$ cat src/rtl/cpu_pkg.sv
// Shared types and encodings for the Simple RISC Machine controller.
package cpu_pkg;

  typedef enum logic [2:0] {
    S_WAIT,
    S_DECODE,
    S_GETA,
    S_GETB,
    S_EXEC,
    S_WREG,
    S_WIMM
  } state_t;

  localparam logic [2:0] OPC_MOV = 3'b110;
  localparam logic [2:0] OPC_ALU = 3'b101;

  localparam logic [1:0] OP_MOV_REG = 2'b00;
  localparam logic [1:0] OP_MOV_IMM = 2'b10;
  localparam logic [1:0] OP_ADD     = 2'b00;
  localparam logic [1:0] OP_CMP     = 2'b01;
  localparam logic [1:0] OP_AND     = 2'b10;
  localparam logic [1:0] OP_MVN     = 2'b11;

  localparam logic [1:0] ALU_ADD  = 2'b00;
  localparam logic [1:0] ALU_SUB  = 2'b01;
  localparam logic [1:0] ALU_AND  = 2'b10;
  localparam logic [1:0] ALU_NOTB = 2'b11;

  localparam logic [1:0] VSEL_C   = 2'b00;
  localparam logic [1:0] VSEL_IMM = 2'b01;

endpackage

$ cat src/rtl/instr_decoder.sv
// Splits the instruction register into its fields and sign-extends the 8-bit immediate.
module instr_decoder
  import cpu_pkg::*;
(
  input  logic [15:0] ir,
  output logic [2:0]  opcode,
  output logic [1:0]  op,
  output logic [2:0]  rn,
  output logic [2:0]  rd,
  output logic [1:0]  sh,
  output logic [2:0]  rm,
  output logic [15:0] sximm8
);

  always_comb begin
    opcode = ir[15:13];
    op     = ir[12:11];
    rn     = ir[10:8];
    rd     = ir[7:5];
    sh     = ir[4:3];
    rm     = ir[2:0];
    sximm8 = {{8{ir[7]}}, ir[7:0]};
  end

endmodule

$ cat src/rtl/cpu_controller.sv
// Instruction register, multi-cycle control FSM and status-flag latch for the datapath.
module cpu_controller
  import cpu_pkg::*;
#(
  parameter int unsigned DATA_W = 16,
  parameter int unsigned REG_W  = 3
) (
  input  logic              clk,
  input  logic              reset,
  input  logic              s,
  input  logic              load,
  input  logic [DATA_W-1:0] in,
  input  logic              Z_in,
  input  logic              N_in,
  input  logic              V_in,
  output logic              w,
  output logic [REG_W-1:0]  readnum,
  output logic [REG_W-1:0]  writenum,
  output logic              write,
  output logic              loada,
  output logic              loadb,
  output logic              loadc,
  output logic              asel,
  output logic [1:0]        vsel,
  output logic [1:0]        ALU_op,
  output logic [1:0]        shift,
  output logic [DATA_W-1:0] sximm8,
  output logic              Z,
  output logic              N,
  output logic              V
);

  state_t      state_q, state_d;
  logic [15:0] ir_q;
  logic [2:0]  opcode, rn, rd, rm;
  logic [1:0]  op, sh;
  logic        is_cmp, is_mov_reg;

  instr_decoder u_dec (
    .ir    (ir_q),
    .opcode(opcode),
    .op    (op),
    .rn    (rn),
    .rd    (rd),
    .sh    (sh),
    .rm    (rm),
    .sximm8(sximm8)
  );

  assign is_cmp     = (opcode == OPC_ALU) && (op == OP_CMP);
  assign is_mov_reg = (opcode == OPC_MOV) && (op == OP_MOV_REG);

  always_ff @(posedge clk or posedge reset) begin
    if (reset) begin
      state_q <= S_WAIT;
      ir_q    <= '0;
      Z       <= 1'b0;
      N       <= 1'b0;
      V       <= 1'b0;
    end else begin
      state_q <= state_d;
      // IR is only writable while idle so an in-flight instruction cannot be corrupted.
      if (state_q == S_WAIT && load) ir_q <= in;
      if (state_q == S_EXEC && is_cmp) begin
        Z <= Z_in;
        N <= N_in;
        V <= V_in;
      end
    end
  end

  always_comb begin
    state_d  = state_q;
    w        = 1'b0;
    readnum  = '0;
    writenum = '0;
    write    = 1'b0;
    loada    = 1'b0;
    loadb    = 1'b0;
    loadc    = 1'b0;
    asel     = 1'b0;
    vsel     = VSEL_C;
    ALU_op   = ALU_ADD;
    shift    = 2'b00;
    unique case (state_q)
      S_WAIT: begin
        w = 1'b1;
        if (s) state_d = S_DECODE;
      end
      S_DECODE: begin
        if (opcode == OPC_MOV && op == OP_MOV_IMM)      state_d = S_WIMM;
        else if (is_mov_reg)                            state_d = S_GETB;
        else if (opcode == OPC_ALU && op == OP_MVN)     state_d = S_GETB;
        else if (opcode == OPC_ALU)                     state_d = S_GETA;
        else                                            state_d = S_WAIT;
      end
      S_GETA: begin
        readnum = rn;
        loada   = 1'b1;
        state_d = S_GETB;
      end
      S_GETB: begin
        readnum = rm;
        loadb   = 1'b1;
        shift   = sh;
        state_d = S_EXEC;
      end
      S_EXEC: begin
        shift = sh;
        // MOV Rd,Rm computes 0 + B with the A operand forced to zero.
        if (is_mov_reg) begin
          asel   = 1'b1;
          ALU_op = ALU_ADD;
        end else begin
          ALU_op = op;
        end
        if (is_cmp) begin
          state_d = S_WAIT;
        end else begin
          loadc   = 1'b1;
          state_d = S_WREG;
        end
      end
      S_WREG: begin
        writenum = rd;
        vsel     = VSEL_C;
        write    = 1'b1;
        state_d  = S_WAIT;
      end
      S_WIMM: begin
        writenum = rn;
        vsel     = VSEL_IMM;
        write    = 1'b1;
        state_d  = S_WAIT;
      end
      default: state_d = S_WAIT;
    endcase
  end

endmodule
$ cat config.mk
export PLATFORM = sky130hd
export DESIGN_NAME = cpu_controller
export DESIGN_NICKNAME = d
export VERILOG_FILES = /design/src/rtl/cpu_pkg.sv /design/src/rtl/instr_decoder.sv /design/src/rtl/cpu_controller.sv
export SDC_FILE = /design/constraint.sdc
export NUM_CORES = 1
export LEC_CHECK = 0
export ABC_CLOCK_PERIOD_IN_PS = 3150
export CORE_ASPECT_RATIO = 1.5
export CORE_MARGIN = 1.5
export CORE_UTILIZATION = 44
export DETAILED_ROUTE_END_ITERATION = 8
export PLACE_DENSITY_LB_ADDON = 0.08
export RECOVER_POWER = 100
export SYNTH_ARGS = -nofsm -noshare
export SYNTH_HDL_FRONTEND = slang
export SYNTH_SLANG_ARGS = --single-unit
$ cat constraint.sdc
create_clock -name clk -period 3.15 [get_ports clk]
set_clock_uncertainty 0.1 [all_clocks]
set_input_delay 0.63 -clock clk [delete_from_list [all_inputs] [get_ports clk]]
set_output_delay 0.63 -clock clk [all_outputs]
set_load 0.005 [all_outputs]
Word level (Yosys, flattened, before mapping)
Cells that the tools add are included.
{"block": "totals", "register_bits": 22, "inputBits": 23, "output_inout_bits": 37, "word_cells": 48}
{"block": "op_classes", "reduce_logical": 10, "n_eq_ne": 12, "n_mux": 21}
{"op": "$eq 3x3->1 const B", "count": 5}
{"op": "$pmux 3 s5", "count": 1}
{"op": "$mux 2", "count": 6}
{"op": "$pmux 3 s2", "count": 2}
{"op": "$mux 1", "count": 9}
{"op": "$mux 3", "count": 3}
{"op": "$eq 3x2->1 const B", "count": 2}
{"op": "$logic_and 1x1->1", "count": 6}
{"op": "$eq 2x2->1 const B", "count": 2}
{"op": "$reduce_or 2->1", "count": 2}
{"op": "$eq 3x1->1 const B", "count": 1}
{"op": "$logic_not 3->1", "count": 1}
{"op": "$eq 2x1->1 const B", "count": 1}
{"op": "$logic_not 2->1", "count": 1}
{"op": "$ne 2x2->1 const B", "count": 1}

Longest topological paths before layout
{"block": "depth", "depth_word": 6, "mapped_depth": 5, "ltp_nobuf": 3}

Cells and area by module
A second synthesis with hierarchy kept.
{"block": "unflattened", "hier_cells": 134, "hier_area_um2": 1390.1}
{"module": "cpu_controller", "instances": 1, "area_each_um2": 1149.9, "cells_per_inst": 102, "seq_area_each_um2": 550.5}
{"module": "instr_decoder", "instances": 1, "area_each_um2": 240.2, "cells_per_inst": 32, "seq_area_each_um2": 0.0}

Least setup slack after synthesis
Ideal clock, no wire load.
{"block": "synth_path", "path_kind": "flip-flop to output port", "startpoint": "register state_q[0]", "endpoint": "output shift[0]", "stages_incl_launch_ff": 5, "t_arrival_ns": 1.172, "required_time_ns": 2.420, "n_path_buf": 1, "slack_ns": 1.248, "path_cell_list": "dfrtp_1 -> buf_1 -> nor3b_1 -> or2_1 -> and2_1"}
{"block": "synth_between", "elab_chain_cells": 3, "word_cells_on_any_way": 4, "cone_classes": "eq/ne (2); mux (1); reduce/logical (1)"}
{"item": "start: declaration", "line": "cpu_controller.sv:33", "rtl": "state_t state_q, state_d;"}
{"item": "start signal: assignment", "line": "cpu_controller.sv:61", "rtl": "state_q <= state_d;"}
{"item": "$eq 3x3->1 / $eq 3x2->1 (equally long branches)", "line": "cpu_controller.sv:85", "rtl": "unique case (state_q)"}
{"item": "$reduce_or 2->1 (no source line) *"}
{"item": "$mux 2 *", "line": "cpu_controller.sv:85"}
{"item": "end: declaration", "line": "cpu_controller.sv:26", "rtl": "output logic [1:0] shift,"}
Every way passes the cells marked *; elsewhere a longest branch is shown, timed or not.

Worst setup path in the final report
{"block": "layout_path", "startpoint": "register state_q[0]", "endpoint": "output loadc"}
{"block": "layout_between", "elab_chain_cells": 2}
{"item": "$eq 3x3->1", "line": "cpu_controller.sv:85"}
{"item": "$mux 1", "line": "cpu_controller.sv:85"}
{"item": "end: declaration", "line": "cpu_controller.sv:22", "rtl": "output logic loadc,"}
No other way between the ends.

==> reports/metrics.yaml <==
synthesis:
  synth.mux.area_fraction_pct: 19.3
  synth.distinct_cells: 32
  ys_seq_area_share_pct: 43.5
  synth_top_cell_area_share_pct: 43.5
  synthCells: 118
  synth-adder-area-share_pct: 0
  syn-cell-area_um2: 1270
  synth_xor_area_share_pct: 0
  synth_compound_area_share_pct: 6.32
  synth_area_leaders: "dfrtp_1 43%, buf_4 11%, mux2_1 8.9%"
  async_flop_share_pct: 100
  syn-num-nets: 141
  ys_warn_count: 0
  synth_flop_cell: "dfrtp_1"
  synth-simple-area-share_pct: 17.5
  synth_top_family_by_area: "multiplexers"
  postSynthAreaPerCell_um2: 10.7
  synth-seq-cells: 22
  synth_top_area_cell: "dfrtp_1"
  synth_enable_flop_cells: 0
route:
  route.detailed.drc: 0
  num_vias: 981
  drt-total-wl_um: 2640
  initialDrtViolationCount: 23
  drtAntennaViolNets: 0
  wire_per_inst_um: 13.5
  first_pass_iters: 4
  vias_per_cell: 5.01
floorplan:
  coreArea_um2: 2710
  die_y_um: 68.7
  rows: 23
  dieWidth_um: 46.8
  die_area_um2: 3220
  start_util_pct: 46.8
  ios: 60
place:
  portBuffers: 58
  gp_congestion: 0.820
  hpwl_um: 2080
  post-place-ws_ns: 0.691
timing:
  hold_viol: 0
  maxSlewViolCount: 0
  setup_viol: 0
  slew_headroom_pct: 37.3
  fin_ws_ns: 0.372
  finalCritPeriodShare_pct: 88.2
  fin_setup_tns_ns: 0
  whs_ns: 0.404
  fin_crit_ns: 2.78
  clock.fmax_ghz: 0.360
  rsz0062_at_grt: "no"
  tightestPinTransition_ns: 0.940
setup_path:
  cp_cell_sequence: "nor3b_1 -> o21ai_0 -> inv_1 -> dlygate4sd3_1"
  start_kind: "flip-flop"
  cpMaxStageDelayCell: "dlygate4sd3_1"
  timing.setup.critical_path_class: "flip-flop to output port"
  timing.rr.start: "state_q[0]"
  cp-end-kind: "output port"
  cp_top_family: "buffers and inverters"
  worst_ep_required_time_ns: 2.42
  arrival_ns: 2.05
  cp_max_fo: 14
  cp_num_buf_inv: 2
  r2r_slack_ns: 0.86
  reg2reg_depth: 4
  crit_path_max_incr_delay_ns: 0.56
  r2r_end: "ir_q[12]"
min_path:
  hold_depth: 1
  hold_path_startpoint: "ir_q[3]"
  hold_class: "flip-flop to flip-flop"
  whs_endpoint: "ir_q[3]"
cells_and_area:
  nFillCells: 246
  antenna_cells: 0
  final_util_pct: 66.3
  finalNetCount: 183
  area_growth_pct: 41.7
  multi_input_comb_area_um2: 543
  post_route_cells_drive_above_1_share_pct: 8.18
  seq_area_um2: 551
cts:
  hold_buffers: 0
  cts_resized: 0
  cts_root_buffer: "clkbuf_8"
  htree_levels: 1
  numClockSinks: 22
  clkTransAtPathRegs_ns: 0.07
  cts_tree: "yes"
  cts_setup_buffers: 0
  cts_made_buffers: 3
  clk_latency_ns: 0.25
  clockBufferDepth: 2
grt:
  grt_first_pass_wirelength_um: 3820
  antenna_found_initial: 0
  grt_start_max_net_pins: 23
  track_usage_pct: 16.6
  grt_pass1_vias: 869
  grt-ovfl-total: 0
power:
  vdd_drop_max_mv: 0.562
  p_leak_uw: 0.000775
  powerDensity_nw_per_um2: 865
  power_uw: 1550
status:
  status: "finished clean"
flow_run:
  cap_violations: 0
cells by family (layout without fill, tap and decap cells):
group	after synthesis	count (layout)
other cells	1	1
buf+inv	26	67
mux	22	22
simple gates	35	35
compound gates	12	12
flops	22	22
cell type report:
type	count	share of cell area [%]
clock buffers	4	3.07
inverters	4	0.837
multi-input cells	70	30.3
flip-flops and latches	22	30.7
well taps	37	2.58
repair buffers	59	32.6
where the power goes:
| group | leakage [µW] | internal [µW] | switching [µW] |
|---|---|---|---|
| Sequential | 0.000268 | 421 | 174 |
| Clock | 0.0000288 | 111 | 84.8 |
| Combinational | 0.000478 | 483 | 278 |
| Total | 0.000775 | 1020 | 537 |
how the worst max path moves through the flow:
stage / start / to / slack (ns) / depth (start not counted)
2_1_floorplan: state_q[0] / shift[0] / 1.25 / 4
3_3_place_gp: state_q[0] / loadc / 0.77 / 4
5_1_grt: state_q[0] / loadc / 0.1 / 4
3_5_place_dp: state_q[0] / shift[1] / 0.69 / 4
4_1_cts: state_q[0] / shift[1] / 0.40 / 4
6_report: state_q[0] / loadc / 0.37 / 4
metal layers:
layer	GRT usage [%]	routed length (µm)	up-vias
met5	0	0	-
met4	4.17	9	0
met3	2.34	148	2
met2	31.3	1480	40
met1	18.6	1000	471
li1	-	-	468
metrics by stage:
stage                     cells  cell area [µm²]
after floorplan             118             1270
after global placement      192             1750
after detailed placement    192             1750
after CTS                   196             1800
after global routing        196             1790
final                       196             1790
sequential cells by signal, summed over array words and instances, names as in the netlist:
register and flops:
Z 1, state_q 3, ir_q 16, N 1, V 1
cells in the final DEF (no fill, tap or decap):
| cell | synthesis | final |
|---|---|---|
| or2_2 | 1 | 1 |
| nand4b_1 | 1 | 1 |
| nor3b_1 | 2 | 2 |
| mux2_2 | 9 | 8 |
| conb_1 | 1 | 1 |
| clkbuf_8 | 0 | 4 |
| a31oi_1 | 2 | 2 |
| and3b_1 | 1 | 1 |
| o2111ai_1 | 1 | 1 |
| or4b_1 | 1 | 1 |
| o21a_1 | 1 | 1 |
| and2_1 | 6 | 2 |
| clkdlybuf4s50_1 | 0 | 26 |
| mux2_1 | 10 | 11 |
| or4_1 | 1 | 1 |
| a211o_1 | 1 | 1 |
| mux2i_1 | 3 | 3 |
| clkbuf_1 | 2 | 1 |
| nor2b_1 | 6 | 6 |
| a21oi_1 | 1 | 1 |
| nand2b_1 | 5 | 5 |
| nor3_1 | 2 | 2 |
| nor4_1 | 0 | 1 |
| nand2_1 | 1 | 1 |
| nor2_1 | 5 | 5 |
| dlygate4sd3_1 | 0 | 32 |
| or2_0 | 0 | 1 |
| nand3b_1 | 1 | 1 |
| dfrtp_1 | 22 | 22 |
| and2_0 | 0 | 4 |
| a22oi_1 | 3 | 3 |
| o21ai_0 | 3 | 3 |
| inv_1 | 4 | 4 |
cell usage after synthesis (all sizes together) (2+ instances only):
| cell type | n |
|---|---|
| a22oi | 3 |
| a31oi | 2 |
| and2 | 6 |
| buf | 20 |
| clkbuf | 2 |
| dfrtp | 22 |
| inv | 4 |
| mux2 | 19 |
| mux2i | 3 |
| nand2b | 5 |
| nor2 | 5 |
| nor2b | 6 |
| nor3 | 2 |
| nor3b | 2 |
| o21ai | 3 |
| or2 | 2 |
Power figures use the tool's default switching activity.
